`src/rtl/regfile_ecall_unit_if.sv`:
```
// regfile_ecall_unit_if: register-file ports, ecall I/O handshakes and status outputs
interface regfile_ecall_unit_if #(
    parameter int XLEN   = 32,
    parameter int ADDR_W = 5,
    parameter int LED_W  = 8
);
    logic [ADDR_W-1:0] rs1;
    logic [ADDR_W-1:0] rs2;
    logic [ADDR_W-1:0] rd;
    logic [XLEN-1:0]   write_data;
    logic              reg_write;
    logic              ecall;
    logic [XLEN-1:0]   read_data1;
    logic [XLEN-1:0]   read_data2;
    logic [XLEN-1:0]   in_data;
    logic              in_valid;
    logic              in_ready;
    logic [XLEN-1:0]   out_data;
    logic              out_valid;
    logic              out_ready;
    logic [XLEN-1:0]   test_case;
    logic              stall;
    logic              halted;
    logic [LED_W-1:0]  led_out;

    modport master (
        output rs1, rs2, rd, write_data, reg_write, ecall, in_data, in_valid, out_ready, test_case,
        input  read_data1, read_data2, in_ready, out_data, out_valid, stall, halted, led_out
    );

    modport slave (
        input  rs1, rs2, rd, write_data, reg_write, ecall, in_data, in_valid, out_ready, test_case,
        output read_data1, read_data2, in_ready, out_data, out_valid, stall, halted, led_out
    );
endinterface

```
`src/rtl/regfile_ecall_unit.sv`:
```
// regfile_ecall_unit: 2R/1W register file with bypass and a blocking ecall service FSM
module regfile_ecall_unit #(
    parameter int XLEN   = 32,
    parameter int ADDR_W = 5,
    parameter int A7_IDX = 17,
    parameter int BYPASS = 1,
    parameter int LED_W  = 8
) (
    input  logic               clk,
    input  logic               reset,
    regfile_ecall_unit_if.slave bus
);
    localparam int NREG = 2 ** ADDR_W;
    localparam logic [ADDR_W-1:0] A0 = ADDR_W'(10);
    localparam logic [ADDR_W-1:0] A7 = ADDR_W'(A7_IDX);

    typedef enum logic [2:0] {IDLE, OUT_WAIT, IN_WAIT, DONE, HALT} state_t;

    state_t            state_q, state_d;
    logic [XLEN-1:0]   regs_q [NREG];
    logic [XLEN-1:0]   regs_d [NREG];
    logic [XLEN-1:0]   out_data_q, out_data_d;
    logic              out_valid_q, out_valid_d;
    logic              halted_q, halted_d;
    logic              led_tc_q, led_tc_d;
    logic              led_err_q, led_err_d;
    logic              in_ready_c;
    logic [LED_W-1:0]  led_c;
    logic [XLEN-1:0]   a7;
    logic              wr_ok;
    logic              blocking_code;

    assign a7            = regs_q[A7];
    assign wr_ok         = bus.reg_write && bus.rd != '0 && state_q == IDLE && !bus.ecall;
    assign blocking_code = a7 == XLEN'(1) || a7 == XLEN'(5) || a7 == XLEN'(10);

    assign bus.read_data1 = (bus.rs1 == '0) ? '0 :
                            (BYPASS != 0 && wr_ok && bus.rd == bus.rs1) ? bus.write_data : regs_q[bus.rs1];
    assign bus.read_data2 = (bus.rs2 == '0) ? '0 :
                            (BYPASS != 0 && wr_ok && bus.rd == bus.rs2) ? bus.write_data : regs_q[bus.rs2];
    assign bus.stall      = state_q == OUT_WAIT || state_q == IN_WAIT || state_q == HALT ||
                            (state_q == IDLE && bus.ecall && blocking_code);
    assign bus.in_ready   = in_ready_c;
    assign bus.out_data   = out_data_q;
    assign bus.out_valid  = out_valid_q;
    assign bus.halted     = halted_q;
    assign bus.led_out    = led_c;

    // Next-state, register writeback and ecall side effects; ecall beats a same-cycle write
    always_comb begin
        state_d     = state_q;
        regs_d      = regs_q;
        out_data_d  = out_data_q;
        out_valid_d = out_valid_q;
        halted_d    = halted_q;
        led_tc_d    = 1'b0;
        led_err_d   = led_err_q;
        in_ready_c  = 1'b0;
        if (wr_ok) regs_d[bus.rd] = bus.write_data;
        case (state_q)
            IDLE: if (bus.ecall) begin
                if (a7 == XLEN'(1)) begin
                    out_data_d  = regs_q[A0];
                    out_valid_d = 1'b1;
                    state_d     = OUT_WAIT;
                end else if (a7 == XLEN'(5)) begin
                    state_d = IN_WAIT;
                end else if (a7 == XLEN'(10)) begin
                    halted_d = 1'b1;
                    state_d  = HALT;
                end else if (a7 == XLEN'(11)) begin
                    regs_d[A0] = bus.test_case;
                    led_tc_d   = 1'b1;
                end else begin
                    led_err_d = 1'b1;
                end
            end
            OUT_WAIT: if (bus.out_ready) begin
                out_valid_d = 1'b0;
                state_d     = DONE;
            end
            IN_WAIT: if (bus.in_valid) begin
                in_ready_c = 1'b1;
                regs_d[A0] = bus.in_data;
                state_d    = DONE;
            end
            DONE:    state_d = IDLE;
            HALT:    state_d = HALT;
            default: state_d = IDLE;
        endcase
    end

    // Status LEDs: exit, test-case pulse, sticky bad code, waiting for input
    always_comb begin
        led_c          = '0;
        led_c[0]       = halted_q;
        led_c[1]       = led_tc_q;
        led_c[2]       = led_err_q;
        led_c[LED_W-1] = state_q == IN_WAIT;
    end

    // State registers; async reset drops any pending handshake
    always_ff @(posedge clk or negedge reset) begin
        if (!reset) begin
            state_q     <= IDLE;
            for (int i = 0; i < NREG; i++) regs_q[i] <= '0;
            out_data_q  <= '0;
            out_valid_q <= 1'b0;
            halted_q    <= 1'b0;
            led_tc_q    <= 1'b0;
            led_err_q   <= 1'b0;
        end else begin
            state_q     <= state_d;
            regs_q      <= regs_d;
            out_data_q  <= out_data_d;
            out_valid_q <= out_valid_d;
            halted_q    <= halted_d;
            led_tc_q    <= led_tc_d;
            led_err_q   <= led_err_d;
        end
    end
endmodule

```
`src/flat_wrapper.sv`:
```
// flat-port wrapper written by rule: the top's interface ports become plain ports
module regfile_ecall_unit_flat 
#(
    parameter int XLEN   = 32,
    parameter int ADDR_W = 5,
    parameter int A7_IDX = 17,
    parameter int BYPASS = 1,
    parameter int LED_W  = 8
)
  (clk, reset, bus_rs1, bus_rs2, bus_rd, bus_write_data, bus_reg_write, bus_ecall, bus_in_data, bus_in_valid, bus_out_ready, bus_test_case, bus_read_data1, bus_read_data2, bus_in_ready, bus_out_data, bus_out_valid, bus_stall, bus_halted, bus_led_out);
  regfile_ecall_unit_if #(.XLEN(XLEN), .ADDR_W(ADDR_W), .LED_W(LED_W)) bus_i ();
  input  logic clk;
  input  logic reset;
  input wire logic [$bits(bus_i.rs1)-1:0] bus_rs1;
  input wire logic [$bits(bus_i.rs2)-1:0] bus_rs2;
  input wire logic [$bits(bus_i.rd)-1:0] bus_rd;
  input wire logic [$bits(bus_i.write_data)-1:0] bus_write_data;
  input wire logic [$bits(bus_i.reg_write)-1:0] bus_reg_write;
  input wire logic [$bits(bus_i.ecall)-1:0] bus_ecall;
  input wire logic [$bits(bus_i.in_data)-1:0] bus_in_data;
  input wire logic [$bits(bus_i.in_valid)-1:0] bus_in_valid;
  input wire logic [$bits(bus_i.out_ready)-1:0] bus_out_ready;
  input wire logic [$bits(bus_i.test_case)-1:0] bus_test_case;
  output wire logic [$bits(bus_i.read_data1)-1:0] bus_read_data1;
  output wire logic [$bits(bus_i.read_data2)-1:0] bus_read_data2;
  output wire logic [$bits(bus_i.in_ready)-1:0] bus_in_ready;
  output wire logic [$bits(bus_i.out_data)-1:0] bus_out_data;
  output wire logic [$bits(bus_i.out_valid)-1:0] bus_out_valid;
  output wire logic [$bits(bus_i.stall)-1:0] bus_stall;
  output wire logic [$bits(bus_i.halted)-1:0] bus_halted;
  output wire logic [$bits(bus_i.led_out)-1:0] bus_led_out;
  assign bus_i.rs1 = bus_rs1;
  assign bus_i.rs2 = bus_rs2;
  assign bus_i.rd = bus_rd;
  assign bus_i.write_data = bus_write_data;
  assign bus_i.reg_write = bus_reg_write;
  assign bus_i.ecall = bus_ecall;
  assign bus_i.in_data = bus_in_data;
  assign bus_i.in_valid = bus_in_valid;
  assign bus_i.out_ready = bus_out_ready;
  assign bus_i.test_case = bus_test_case;
  assign bus_read_data1 = bus_i.read_data1;
  assign bus_read_data2 = bus_i.read_data2;
  assign bus_in_ready = bus_i.in_ready;
  assign bus_out_data = bus_i.out_data;
  assign bus_out_valid = bus_i.out_valid;
  assign bus_stall = bus_i.stall;
  assign bus_halted = bus_i.halted;
  assign bus_led_out = bus_i.led_out;
  regfile_ecall_unit #(.XLEN(XLEN), .ADDR_W(ADDR_W), .A7_IDX(A7_IDX), .BYPASS(BYPASS), .LED_W(LED_W)) u_core (.clk(clk), .reset(reset), .bus(bus_i));
endmodule
```
`config.mk`:
```
export PLATFORM = sky130hd
export DESIGN_NAME = regfile_ecall_unit_flat
export DESIGN_NICKNAME = d
export VERILOG_FILES = /design/src/rtl/regfile_ecall_unit_if.sv /design/src/rtl/regfile_ecall_unit.sv /design/src/flat_wrapper.sv
export SDC_FILE = /design/constraint.sdc
export NUM_CORES = 2
export LEC_CHECK = 0
export CAP_MARGIN = 40
export CORE_MARGIN = 5
export CORE_UTILIZATION = 50
export DETAILED_ROUTE_END_ITERATION = 10
export GPL_ROUTABILITY_DRIVEN = 0
export MAX_ROUTING_LAYER = met4
export PLACE_DENSITY = 0.68
export REMOVE_ABC_BUFFERS = 1
export SLEW_MARGIN = 10
export SYNTH_ARGS = -nofsm -noshare
export SYNTH_HDL_FRONTEND = slang
export SYNTH_SLANG_ARGS = --single-unit
```
`constraint.sdc`:
```
create_clock -name clk -period 3.6 [get_ports clk]
set_clock_uncertainty 0.2 [all_clocks]
set_input_delay 0.72 -clock clk [delete_from_list [all_inputs] [get_ports clk]]
set_output_delay 0.72 -clock clk [all_outputs]
set_load 0.05 [all_outputs]
```
# == After elaboration in Yosys (flattened, before gate mapping) ==
# Index checks and enable logic that the tools add are counted.
# totals
register_bits,1063
latchBits,0
mem_bits_rw,0
rom_bits,0
inputBits,117
mem_count,0
# op_classes
n_addsub,0
mul,0
div_mod_pow,0
order_cmp,4
n_eq_ne,14
shifts,0
muxes,40
bitwise,7
n_reduce_logical,24
# op_table
cell,n
$bwmux W1024,1
$mux W704,1
$mux W32,15
$bmux W32 S5,2
$demux W32 S5,1
$eq A32 B4 Y1 const B,2
$pmux W32 S2,1
$eq A32 B1 Y1 const B,1
$eq A32 B3 Y1 const B,1
$ge A6 B6 Y1 const B,3
$mux W3,6
$not A5 Y6,3
$pmux W3 S4,1
$mux W1,11
$eq A5 B5 Y1,2
$logic_not A5 Y1,2
$logic_and A1 B1 Y1,8
$ne A2 B2 Y1 const B,4
$reduce_and A4 Y1,2
$lt A6 B1 Y1 const B,1
$reduce_and A6 Y1,1
$logic_or A1 B1 Y1,5
$reduce_and A5 Y1,1
$reduce_bool A5 Y1,1
other kinds (10),13

# == Longest topological paths before layout ==
# logic_depth
depth_word,13
depth_mapped,10
mapped_depth_nobuf,5

# == Least setup slack after synthesis ==
# OpenSTA, ideal clock, no wires.
# synth_timing
path_kind,input-to-output
from,input port bus_rs1[0]
to,output port bus_read_data1[19]
arrival_ps,3243
required_ps,2680
setup_slack_ps,-563
stages,10
n_path_buf,5
path_cell_list,buf_4 -> buf_2 -> buf_2 -> buf_4 -> nand2_1 -> clkbuf_1 -> o22ai_1 -> nor4_1 -> nor3_1 -> nor3_1
# synth_between
elab_chain_len,6
word_cells_on_any_way,9
cone_classes,eq/ne (1); mux (5); bitwise (1); reduce/logical (2)
# synth_rtl
item,line,rtl
from (decl),flat_wrapper.sv:14,input wire logic [$bits(bus_i.rs1)-1:0] bus_rs1;
$not A5 Y6 (implied by the code),regfile_ecall_unit.sv:38,(BYPASS != 0 && wr_ok && bus.rd == bus.rs1) ? bus.write_data : regs_q[bus.rs1];
$bmux W32 S5,regfile_ecall_unit.sv:38,
$mux W32 (implied by the code) (2 in a row),regfile_ecall_unit.sv:38,
$mux W32,regfile_ecall_unit.sv:38,
$mux W32 (*),regfile_ecall_unit.sv:37,assign bus.read_data1 = (bus.rs1 == '0) ? '0 :
to (decl),flat_wrapper.sv:24,output wire logic [$bits(bus_i.read_data1)-1:0] bus_read_data1;
# Mark *: on every way between the ends. The rest lies on a longest branch, timed or not. The select of a mux whose other input is x is not followed.

# == Worst setup path in the final report ==
# layout_timing
from,register u_core.state_q[0]
to,output port bus_read_data1[14]
# layout_between
elab_chain_len,6
# layout_rtl
item,line,rtl
from (decl),regfile_ecall_unit.sv:19,"state_t state_q, state_d;"
from (signal assigned),regfile_ecall_unit.sv:113,state_q <= state_d;
$logic_not A3 Y1,regfile_ecall_unit.sv:34,assign wr_ok = bus.reg_write && bus.rd != '0 && state_q == IDLE && !bus.ecall;
$logic_and A1 B1 Y1 (2 in a row),regfile_ecall_unit.sv:34,
$logic_and A1 B1 Y1,regfile_ecall_unit.sv:38,
$mux W32,regfile_ecall_unit.sv:38,
$mux W32,regfile_ecall_unit.sv:37,
# No other way between the ends.

==> metrics.md <==
| Metric | Value |
|---|---|
| Outcome | finished with violations |
| Failing checks | negative setup slack |
| Arrival time worst endpoint | 3100 ps |
| Initial DRC count | 4,053 |
| First-pass GRT wire length | about 290,000 um |
| Setup crit end kind | output pin |
| Yosys top cell area share | 46.7% |
| PD cells | roughly 520 mW/mm2 |
| Synth area leader | dfrtp_1 |
| Final hold slack | 197 ps |
| Via-to-Cell Ratio | 6.76 |
| Root Driver | clkbuf_16 |
| Sequential element share of the synthesized area | 46.7% |
| Total number of vias | 41,200 |
| Synth area leaders | dfrtp_1 47%, mux2_2 20%, mux4_2 15%, mux2i_1 4.3%, clkbuf_1 1.6% |
| Clk sink count | roughly 1,100 |
| Worst skew pair latency | roughly 700 ps |
| Slew headroom | 53.6% |
| Critical path required time | about 2700 ps |
| Tot GR Track Use | between 30% and 40% |
| Antenna Nets Post-Route | 0 |
| HPWL after DPL | between 100,000 and 150,000 um |
| Core ar. | roughly 0.11 mm2 |
| Total power | roughly 37,000 uW |
| Input/output buffers | between 200 and 250 |
| Remaining DRCs | 0 |
| WL/cell | around 33 um |
| Post-Synthesis Cells | approximately 4,100 |
| Max Clk Rate | between 0.2 and 0.25 GHz |
| I/O pins | roughly 230 |
| Slowest CP cell | or3_4 |
| Die area | 0.121 mm2 |
| Pin count of the biggest net entering global routing | roughly 90 |
| Crit Path Category | flip-flop to output pin |
| Post-synthesis cell type count | 57 |
| Die height | about 350 um |
| Async SR Flop Fraction | 100% |
| Worst-path cell chain | nor4_4, buf_6, o211ai_1, buf_4, or3_4, buf_12, nor2_1, nor3_2, buf_4, buf_12 |
| Hold Vio Cnt, Final | 0 |
| H-tree depth | 3 |
| Aggregate routed wire length | approximately 200,000 um |
| CP delay by family, top | simple AND/OR/NAND/NOR gates |
| Synth Cell Area | 0.0570 mm2 |
| Inst Count DP | slightly below 6,000 |
| Synth warn | 0 |
| EDFF count, synth | 0 |
| Worst slew pin tran | 696 ps |
| Setup TNS | -21,830 ps |
| Starting density of the core | about half |
| Vias in the first global route | between 40,000 and 50,000 |
| Max_cap viols | 0 |
| Slew Limit Fails | 0 |
| Leakage power | approximately 0.032 uW |
| Main synth FF type | dfrtp_1 |
| Crit-path max FO | 11 |
| Buffers and inverters on the worst path | 5 |
| CTS buffer count | 114 |
| Worst hold path class | flip-flop to flip-flop |
| Final setup margin | -423 ps |
| Critical path launch point type | flip-flop |
| RSZ-0062 raised after global routing | true |
| Final setup fails | 64 |
| Max clock buf depth | 3 |
| Fin crit share | 112% |
| Initial antenna violation count | 4 |
| Row Count | ~120 |
| P&R area growth vs syn | 24.9% |
| Remaining Overflow, GRT | 0 |
| CTS tree | done |
| Nets | between 4,000 and 5,000 |
| FF+latch count, synth | roughly 1,100 |
| Share of layout cells above drive strength 1 | between 50% and 60% |
| Pre-CTS WS | -589 ps |
| Pre-Repair DR Iteration Count | 5 |
| Finished Layout Cells | 6,099 |
| Min cycle time layout | a little over 4000 ps |
| Die W | about 350 um |
| VDD IR-drop max | around 0.41 mV |
| Mapped Avg Cell Area | ~14 um2 |
| Worst path max stage delay | a little under 500 ps |
| Clock slew at reported path FFs | 60 ps |
## what timing repair did
| action | 4_1_cts | 5_1_grt |
|---|---|---|
| cloned | 9 | 2 |
| setup endpoints to repair | 65 | 65 |
| hold buffers | 1 | 0 |
| setup buffers | 17 | 17 |
| gates resized for setup | 241 | 84 |
| pin swaps | 38 | 35 |
| hold endpoints to repair | 24 | 0 |
## layout by cell type, fill, tap and decap left out, drive strengths merged, types with 20 or more instances in the layout
cell	count
clkdlybuf4s50	139
a21oi	28
buf	618
o22ai	141
clkbuf	174
a221o	46
mux4	377
a221oi	20
o21ai	79
mux2	1060
nor2	145
a22oi	61
nor4	38
dfrtp	1063
nor3	110
mux2i	242
clkinv	25
o211ai	42
## stage by stage
stage	utilization (%)	area, um2
after floorplan	-	54900
after global placement	58.1	65500
after detailed placement	58.1	65500
after CTS	62.7	70700
after global routing	63.1	71100
final	63.1	71100
## cell families (layout without fill, tap and decap cells)
group / Yosys count / after routing / share of synthesized area, %
flops: 1063 / 1063 / 46.7
other cells: 1 / 6 / 0.00658
simple gates: 372 / 373 / 3.34
compound gates: 479 / 479 / 5.91
mux: 1679 / 1679 / 40.1
buf+inv: 475 / 988 / 3.76
xor+xnor: 11 / 11 / 0.169
## report_power, final
part | switching [uW] | internal (uW)
Clock | 5140 | 7280
Sequential | 1730 | 14000
Combinational | 4040 | 4720
## worst register-to-register path, cell delays in order (launching register included)
cell,delay (ps)
dfrtp_1,550
or3b_2,570
nor2_1,310
nor4b_4,380
buf_4,440
mux2_2,400
## layer usage
metal / share of wire [%] / global-route usage, % / wire [um] / up-vias
met3: 11 / 9.07 / 21100 / 499
met1: 40 / 44.9 / 79600 / 22000
met5: 0 / - / 0 / -
met4: 4.7 / 13.6 / 9440 / 0
met2: 45 / 48.7 / 89900 / 2188
li1: - / - / - / 16600
## synth_stat cells (3+ instances only)
cell type / count
a2111oi_0: 4
a211o_1: 10
a211oi_1: 8
a21oi_1: 28
a221o_1: 46
a221oi_1: 20
a22oi_1: 61
buf_1: 22
buf_2: 161
buf_4: 30
buf_6: 6
clkbuf_1: 250
dfrtp_1: 1063
inv_1: 5
mux2_1: 49
mux2_2: 1011
mux2i_1: 242
mux4_2: 377
nand2_1: 16
nand2b_1: 15
nand3_1: 7
nand4_1: 4
nor2_1: 130
nor2_2: 11
nor2_4: 4
nor2b_1: 9
nor3_1: 110
nor3b_1: 3
nor4_1: 35
o211a_1: 10
o211ai_1: 42
o21ai_0: 79
o221ai_1: 4
o22a_1: 18
o22ai_1: 141
or2_2: 6
or3_1: 6
or3b_2: 4
xnor2_1: 11
## worst paths after layout
kind,startpoint,endpoint,slack [ps],cells after the start
min,u_core.regs_q[1012],u_core.regs_q[1012],200,0
max reg2reg,u_core.a7[0],u_core.bus.out_data[16],620,5
max,u_core.state_q[0],bus_read_data1[14],-420,10
min in group asynchronous,reset,u_core.regs_q[2],330,2
min reg2reg,u_core.regs_q[1012],u_core.regs_q[1012],200,0
max in group asynchronous,reset,u_core.regs_q[641],1750,4
## registers in the layout, summed over array words and instances (netlist names)
| name | count |
|---|---|
| u_core.regs_q | 992 |
| u_core.a7 | 32 |
| u_core.bus.out_data | 32 |
| u_core.state_q | 3 |
| u_core.bus.halted | 1 |
| u_core.bus.out_valid | 1 |
| u_core.led_err_q | 1 |
| u_core.led_tc_q | 1 |
## final cells by class
cell class / count / area (um2)
fill: 8337 / 41700
multi-input combinational: 2546 / 29600
sequential: 1063 / 26600
timing repair buffer: 766 / 9080
clock buffer: 171 / 3420
tap: 1500 / 1880
clock inverter: 46 / 541
inverter: 5 / 18.8
antenna: 2 / 5.00
No activity file was read; power rests on OpenSTA's default activity.
